File: src/rtl/bin_to_rns_9_8_7.sv
// Serial binary-to-RNS converter for moduli {9, 8, 7} (dynamic range 504).
// Residues mod 9 and mod 7 are reduced one bit per cycle, MSB first; mod 8 is the operand's low bits.
module bin_to_rns_9_8_7 (
  input  logic       clk_in,
  input  logic       rst_in,
  input  logic [8:0] x_in,
  input  logic       x_valid_in,
  output logic       x_ready_out,
  output logic [3:0] a1_out,
  output logic [2:0] a2_out,
  output logic [2:0] a3_out,
  output logic       range_err_out,
  output logic       res_valid_out,
  input  logic       res_ready_in
);

  typedef enum logic [1:0] {
    IDLE,
    BUSY,
    DONE
  } state_t;

  state_t     state;
  state_t     state_next;

  logic [8:0] shreg;
  logic [3:0] count;
  logic [3:0] r9;
  logic [2:0] r7;
  logic [2:0] a2_cap;
  logic       err_cap;

  logic       accept;
  logic       transfer;
  logic       bit_cur;
  logic [4:0] sum9;
  logic [4:0] sum7;
  logic [3:0] r9_next;
  logic [2:0] r7_next;

  assign x_ready_out   = (state == IDLE) & ~rst_in;
  assign res_valid_out = (state == DONE);
  assign accept        = x_valid_in & x_ready_out;
  assign transfer      = res_valid_out & res_ready_in;

  // The operand shifts left each BUSY cycle, so the bit being folded in is always the MSB.
  assign bit_cur = shreg[8];
  assign sum9    = {r9, 1'b0} + {4'b0000, bit_cur};
  assign sum7    = {1'b0, r7, 1'b0} + {4'b0000, bit_cur};
  assign r9_next = (sum9 >= 5'd9) ? 4'(sum9 - 5'd9) : sum9[3:0];
  assign r7_next = (sum7 >= 5'd7) ? 3'(sum7 - 5'd7) : sum7[2:0];

  always_comb begin
    state_next = state;
    case (state)
      IDLE:    if (accept) state_next = BUSY;
      BUSY:    if (count == 4'd0) state_next = DONE;
      DONE:    if (transfer) state_next = IDLE;
      default: state_next = IDLE;
    endcase
  end

  always_ff @(posedge clk_in) begin
    if (rst_in) begin
      state         <= IDLE;
      shreg         <= '0;
      count         <= '0;
      r9            <= '0;
      r7            <= '0;
      a2_cap        <= '0;
      err_cap       <= 1'b0;
      a1_out        <= '0;
      a2_out        <= '0;
      a3_out        <= '0;
      range_err_out <= 1'b0;
    end else begin
      state <= state_next;
      if (state == IDLE && accept) begin
        shreg   <= x_in;
        count   <= 4'd8;
        r9      <= '0;
        r7      <= '0;
        a2_cap  <= x_in[2:0];
        err_cap <= (x_in >= 9'd504);
      end else if (state == BUSY) begin
        shreg <= {shreg[7:0], 1'b0};
        r9    <= r9_next;
        r7    <= r7_next;
        // Results are published only on the edge that folds in bit 0, so outputs stay stable otherwise.
        if (count == 4'd0) begin
          a1_out        <= r9_next;
          a2_out        <= a2_cap;
          a3_out        <= r7_next;
          range_err_out <= err_cap;
        end else begin
          count <= count - 4'd1;
        end
      end
    end
  end

endmodule

File: config.mk
export PLATFORM = sky130hd
export DESIGN_NAME = bin_to_rns_9_8_7
export DESIGN_NICKNAME = d
export VERILOG_FILES = /design/src/rtl/bin_to_rns_9_8_7.sv
export SDC_FILE = /design/constraint.sdc
export NUM_CORES = 1
export LEC_CHECK = 0
export CORE_MARGIN = 5
export CORE_UTILIZATION = 40
export DETAILED_ROUTE_END_ITERATION = 12
export PLACE_DENSITY = 0.61
export SETUP_SLACK_MARGIN = 0.3
export SYNTH_ARGS = -nofsm -noshare
export SYNTH_HDL_FRONTEND = slang
export SYNTH_SLANG_ARGS = --single-unit
File: constraint.sdc
create_clock -name clk_in -period 1.63 [get_ports clk_in]
set_input_delay 0.163 -clock clk_in [delete_from_list [all_inputs] [get_ports clk_in]]
set_output_delay 0.163 -clock clk_in [all_outputs]
set_load 0.005 [all_outputs]
==> impl_metrics.sql, run 1 <==
INSERT INTO impl_metrics (metric_group, metric, value, unit) VALUES
('timing', 'setup_viol_count_final', '0', ''),
('placed_design', 'post_dp_cell_area', '2077', 'µm²'),
('clock_tree', 'cts_max_level', '2', ''),
('finish', 'layout_commonest_cell', 'dfxtp_1', ''),
('clock_tree', 'clk_latency', '0.29', 'ns'),
('yosys', 'synth_cell_type_count', '36', ''),
('finish', 'finish.net_count', '255', ''),
('yosys', 'synthesis.instances', '199', ''),
('drt', 'detailedRoute.firstPassIterationCount', '4', ''),
('grt', 'global_route.usage.total', '17.17', '%'),
('clock_tree', 'tritoncts', 'yes', ''),
('placed_design', 'gp_routability_congestion', '0.7963', ''),
('yosys', 'post_synth_mux_area_share', '2.435', '%'),
('grt', 'global_route.usage.met2', '28.14', '%'),
('yosys', 'synth-simple-area-share', '26.20', '%'),
('min_path', 'worstHoldPathType', 'reg -> reg', ''),
('yosys', 'synth_xor_area_share', '0.5166', '%'),
('yosys', 'synth-warning-count', '0', ''),
('min_path', 'hold_depth', '2', ''),
('floorplanning', 'floorplan.rows', '23', ''),
('yosys', 'netlist_area', '1695', 'µm²'),
('grt', 'grt_antenna_before_repair', '0', ''),
('timing', 'share_of_the_clock_period_used_by_the_worst_path_after_layout', '85.29', '%'),
('floorplanning', 'floorplan.core_area', '4058', 'µm²'),
('critical_path', 'rr_endpoint', 'err_cap', ''),
('yosys', 'largest_family_of_logic_cells_by_synthesized_area', 'simple AND/OR/NAND/NOR gates', ''),
('power_and_ir_drop', 'cellPowerDensity', '977.9', 'nW/µm²'),
('timing', 'grt_setup_unrepaired', 'true', ''),
('run_status', 'run_status', 'finished, final reports clean', ''),
('drt', 'route.detailed.drc', '0', ''),
('critical_path', 'crit_fanout', '6', ''),
('clock_tree', 'numClockSinks', '37', ''),
('drt', 'antenna_violating_nets_left', '0', ''),
('timing', 'period_needed', '1.390', 'ns'),
('clock_tree', 'clock_path_buffers', '2', ''),
('floorplanning', 'io_pins', '26', ''),
('drt', 'detailroute.via_count', '1587', ''),
('finish', 'layout_common_cells', 'dfxtp_1 (28), nand2_1 (27), nor2_1 (23), a21oi_1 (14), clkdlybuf4s50_1 (14)', ''),
('power_and_ir_drop', 'power_frac_clock', '35.4', '%'),
('finish', 'n_antenna_cell', '0', ''),
('power_and_ir_drop', 'power.combinational.fraction', '21.4', '%'),
('floorplanning', 'die_width', '75.11', 'µm'),
('yosys', 'synth_area_in_adders', '2.952', '%'),
('yosys', 'synth-main-ff-cell', 'dfxtp_1', ''),
('critical_path', 'regToRegStartpoint', 'state[1]', ''),
('critical_path', 'reg2reg_setup_slack', '0.24', 'ns'),
('placed_design', 'detailedPlacementHpwl', '2889', 'µm'),
('critical_path', 'setup.worst_path.class', 'reg -> reg', ''),
('critical_path', 'worst_r2r_path_depth', '4', ''),
('timing', 'achievable-frequency', '719.3', 'MHz'),
('timing', 'final.setup.worst_slack', '0.2398', 'ns'),
('drt', 'first_iter_violations', '126', ''),
('clock_tree', 'clk_root_buffer_cell', 'clkbuf_8', ''),
('finish', 'final_std_cell_area_no_fill', '2431', 'µm²'),
('critical_path', 'timing.critical_path.arrival', '1.57', 'ns'),
('timing', 'worst_pin_slew', '0.3639', 'ns'),
('timing', 'maxSlewHeadroom', '75.71', '%'),
('drt', 'route.final.wire_length', '4482', 'µm'),
('job', 'timing.max_cap.violations', '0', ''),
('drt', 'vias_per_cell', '5.491', ''),
('clock_tree', 'cts_buffers', '5', ''),
('yosys', 'synth_compound_area_share', '20.00', '%'),
('yosys', 'synth-edff-count', '0', ''),
('finish', 'drive_above_1_share', '30.96', '%'),
('grt', 'grt_most_used_layer', 'met2', ''),
('yosys', 'post_synth.cell_area_avg', '8.519', 'µm²'),
('power_and_ir_drop', 'power.share.switching', '27.52', '%'),
('power_and_ir_drop', 'cellInternalPower', '1723', 'µW'),
('critical_path', 'endpoint_kind', 'register', ''),
('placed_design', 'placement.setup.worst_slack', '-0.02533', 'ns'),
('yosys', 'ys_async_sr_fraction', '0', '%');
## critical path, stage by stage (launching register included)
cell and delay, ns:
dfxtp_4 0.36, buf_6 0.13, or4b_4 0.55, a21oi_1 0.18, nor2_1 0.06
## power groups by stage
stage / clock network [µW] / registers (µW) / logic, µW
floorplan: 0 / 1030 / 273
global placement: 0 / 1040 / 414
detailed placement: 0 / 1050 / 424
CTS: 857 / 1030 / 473
global route: 896 / 1040 / 553
finish: 842 / 1030 / 508
## synth_stat cells, drive strengths merged, types with 2 or more instances
cell type	instances	area (µm²)
dfxtp	37	740.7
nor2	30	112.6
nand2	27	101.4
nor3	17	95.09
a21oi	15	75.07
buf	7	41.29
nor2b	6	37.54
a211oi	5	37.54
a22o	5	43.79
a22oi	4	30.03
a311oi	4	60.06
clkbuf	4	15.01
ha	4	50.05
inv	4	15.01
nand2b	4	27.53
o21ai	4	20.02
mux2i	3	30.03
a21o	2	15.01
a31oi	2	12.51
o21a	2	15.01
## stage by stage
| step | power [µW] | utilization, % | hold WS (ns) | cells | setup TNS, ns |
|---|---|---|---|---|---|
| after floorplan | 1305 | - | 0.2715 | 199 | 0 |
| after global placement | 1457 | 51.19 | 0.4439 | 272 | 0 |
| after detailed placement | 1472 | 51.19 | 0.4512 | 272 | -0.02533 |
| after CTS | 2356 | 56.89 | 0.4603 | 286 | 0 |
| after global routing | 2487 | 59.91 | 0.4852 | 289 | 0 |
| final | 2377 | 59.91 | 0.4560 | 289 | 0 |
## registers in the layout, summed over array words and instances (netlist names)
signal,count
a2_out,3
r7,3
count,4
a3_out,3
a1_out,4
shreg,9
a2_cap,3
r9,4
err_cap,1
range_err_out,1
state,2
## how the worst max path moves through the flow
| stage | startpoint | end | slack (ns) |
|---|---|---|---|
| after detailed placement | rst_in | err_cap | -0.03 |
| after global placement | rst_in | err_cap | 0.007 |
| after floorplan | shreg[8] | r9[1] | 0.30 |
| final | state[1] | err_cap | 0.24 |
| after CTS | state[0] | res_valid_out | 0.09 |
| after global routing | count[0] | a1_out[0] | 0.20 |
## cells by family after synthesis
| group | after synthesis |
|---|---|
| muxes | 4 |
| DFF | 37 |
| AOI/OAI and AO/OA | 47 |
| buffers and inverters | 15 |
| adders and majority gates | 4 |
| and+or+nand+nor | 91 |
| xor gates and xnor gates | 1 |
## final cells by class
cell class / instances / area, µm²
clock inverters: 2 / 37.54
fillers: 348 / 1627
repair buffers: 41 / 426.7
flip-flops and latches: 37 / 762.0
well taps: 50 / 62.56
inverters: 4 / 15.01
clock buffers: 6 / 82.58
multi-input cells: 149 / 1045
## timing repair
item | 4_1_cts | 5_1_grt
resized for setup | 16 | 36
pin swaps | 3 | 9
endpoints found under the setup margin | 26 | 43
buffers inserted | 4 | 3
gates cloned | 2 | 0
hold endpoints to repair | 0 | 0
## routing by layer
| metal | wire length, µm | up-vias |
|---|---|---|
| li1 | - | 781 |
| met1 | 1995 | 761 |
| met2 | 2193 | 38 |
| met3 | 225 | 7 |
| met4 | 67 | 0 |
| met5 | 0 | - |
Power figures use the tool's default switching activity.
==> run 2: changes to the inputs <==
- MAX_ROUTING_LAYER: not set -> met4
==> impl_metrics.sql, run 2 (synthesis gave the netlist of run 1 again) <==
INSERT INTO impl_metrics (metric_group, metric, value, unit) VALUES
('placed_design', 'gp_routability_congestion', '0.8077', ''),
('drt', 'post_drt_wl_per_cell', '15.36', 'µm'),
('grt', 'grt_pass1_wl', '7286', 'µm'),
('finish', 'drive_above_1_share', '30.54', '%'),
('floorplanning', 'io_pins', '26', ''),
('drt', 'route.detailed.drc', '0', ''),
('power_and_ir_drop', 'cellPowerDensity', '970.1', 'nW/µm²'),
('grt', 'first_global_vias', '1537', ''),
('timing', 'period_needed', '1.402', 'ns'),
('finish', 'synthToLayoutAreaGrowth', '44.35', '%'),
('timing', 'maxSlewHeadroom', '75.90', '%'),
('finish', 'final_std_cell_area_no_fill', '2447', 'µm²'),
('critical_path', 'timing.critical_path.arrival', '1.58', 'ns'),
('run_status', 'run_status', 'finished, final reports clean', ''),
('critical_path', 'startpoint_type', 'register', ''),
('critical_path', 'crit_required', '1.81', 'ns'),
('job', 'timing.max_cap.violations', '0', ''),
('drt', 'first_iter_violations', '70', ''),
('grt', 'global_route.usage.total', '17.76', '%'),
('finish', 'layout_commonest_cell', 'dfxtp_1', ''),
('power_and_ir_drop', 'totalPowerFinal', '2374', 'µW'),
('grt', 'grt_antenna_before_repair', '0', ''),
('timing', 'totalNegativeSetupSlack', '0', 'ns'),
('finish', 'layout_common_cells', 'dfxtp_1 (28), nand2_1 (27), nor2_1 (25), a21oi_1 (14), clkdlybuf4s50_1 (14)', ''),
('clock_tree', 'cts.reportedPaths.clkPinSlew', '0.08', 'ns'),
('clock_tree', 'numClockSinks', '37', ''),
('min_path', 'worstHoldPathType', 'reg -> reg', ''),
('floorplanning', 'dieHeight', '75.11', 'µm'),
('power_and_ir_drop', 'ir_drop_worst_case_vdd', '0.0004624', 'V'),
('timing', 'clock_skew', '0.006808', 'ns'),
('timing', 'grt_setup_unrepaired', 'true', ''),
('grt', 'grt_start_max_net_pins', '22', ''),
('critical_path', 'crit_fanout', '6', ''),
('timing', 'max_slew_vio_count', '0', ''),
('drt', 'detailedRoute.firstPassIterationCount', '4', ''),
('placed_design', 'detailedPlacementHpwl', '2889', 'µm'),
('finish', 'n_antenna_cell', '0', ''),
('timing', 'setup_viol_count_final', '0', ''),
('clock_tree', 'tritoncts', 'yes', ''),
('floorplanning', 'floorplan.core_area', '4058', 'µm²'),
('timing', 'worst_pin_slew', '0.3610', 'ns'),
('floorplanning', 'die_area', '5641', 'µm²'),
('finish', 'largest_reg_flops', '9', ''),
('critical_path', 'endpoint_kind', 'register', ''),
('clock_tree', 'cts_max_level', '2', ''),
('critical_path', 'setup.worst_path.class', 'reg -> reg', ''),
('floorplanning', 'start_util', '41.78', '%'),
('timing', 'share_of_the_clock_period_used_by_the_worst_path_after_layout', '86.02', '%'),
('clock_tree', 'clk_root_buffer_cell', 'clkbuf_8', ''),
('drt', 'antenna_violating_nets_left', '0', ''),
('finish', 'registers.top_by_ff_count', 'shreg', ''),
('timing', 'achievable-frequency', '713.2', 'MHz'),
('finish', 'fin_cells', '289', ''),
('drt', 'route.final.wire_length', '4438', 'µm'),
('drt', 'vias_per_cell', '5.367', ''),
('clock_tree', 'cts_buffers', '5', ''),
('floorplanning', 'die_width', '75.11', 'µm'),
('placed_design', 'post-place-cells', '272', ''),
('finish', 'finish.net_count', '255', ''),
('floorplanning', 'floorplan.rows', '23', ''),
('grt', 'grt_overflow_total', '0', ''),
('finish', 'final_core_utilization', '60.31', '%'),
('timing', 'hold_viol_final', '0', ''),
('placed_design', 'buffer_ports.inserted', '25', ''),
('drt', 'detailroute.via_count', '1551', ''),
('power_and_ir_drop', 'cellLeakagePower', '0.001040', 'µW'),
('placed_design', 'post_dp_cell_area', '2077', 'µm²'),
('clock_tree', 'clk_latency', '0.29', 'ns'),
('clock_tree', 'clock_path_buffers', '2', ''),
('clock_tree', 'cts.hold.buffers_added', '0', '');
run 2: repair_timing:
item | CTS | global route
buffers inserted | 4 | 3
gates resized for setup | 16 | 37
setup endpoints to repair | 26 | 43
pin swaps | 3 | 9
gates cloned | 2 | 0
run 2: path summary, 6_finish.rpt:
check | cells after the start | from | to | slack [ns]
setup reg to reg | 4 | state[1] | err_cap | 0.23
hold reg to reg | 2 | a1_out[1] | a1_out[1] | 0.46
setup / recovery | 4 | state[1] | err_cap | 0.23
hold / removal | 2 | a1_out[1] | a1_out[1] | 0.46
run 2: stage by stage:
stage | setup slack (ns) | hold WS [ns]
floorplan | 0.2955 | 0.2715
global placement | 0.007137 | 0.4439
detailed placement | -0.02533 | 0.4512
CTS | 0.08999 | 0.4603
global route | 0.1893 | 0.4852
finish | 0.2278 | 0.4560
run 2: critical path: stages, from the launching register on:
cell and delay [ns]:
dfxtp_4 0.36, buf_6 0.13, or4b_4 0.56, a21oi_1 0.18, nor2_1 0.06
run 2: final cells by class:
| type | instances | area (µm²) |
|---|---|---|
| clock buffer | 6 | 82.58 |
| clock inverter | 2 | 37.54 |
| fill | 341 | 1610 |
| inverter | 4 | 15.01 |
| multi-input combinational | 149 | 1061 |
| sequential | 37 | 762.0 |
| tap | 50 | 62.56 |
| timing repair buffer | 41 | 426.7 |
run 2: per-layer routing:
layer	global-route usage, %	share of wire (%)	vias up	wire length [µm]
met5	-	0	-	0
met4	8.103	0.61	0	27
met3	4.539	3.5	2	154
met2	28.14	50	24	2235
met1	21.04	45	742	2019
li1	-	-	783	-
run 2: where the power goes:
group	total, µW	internal [µW]	switching (µW)
Sequential	1030	968	61.1
Clock	839	498	341
Combinational	507	258	249
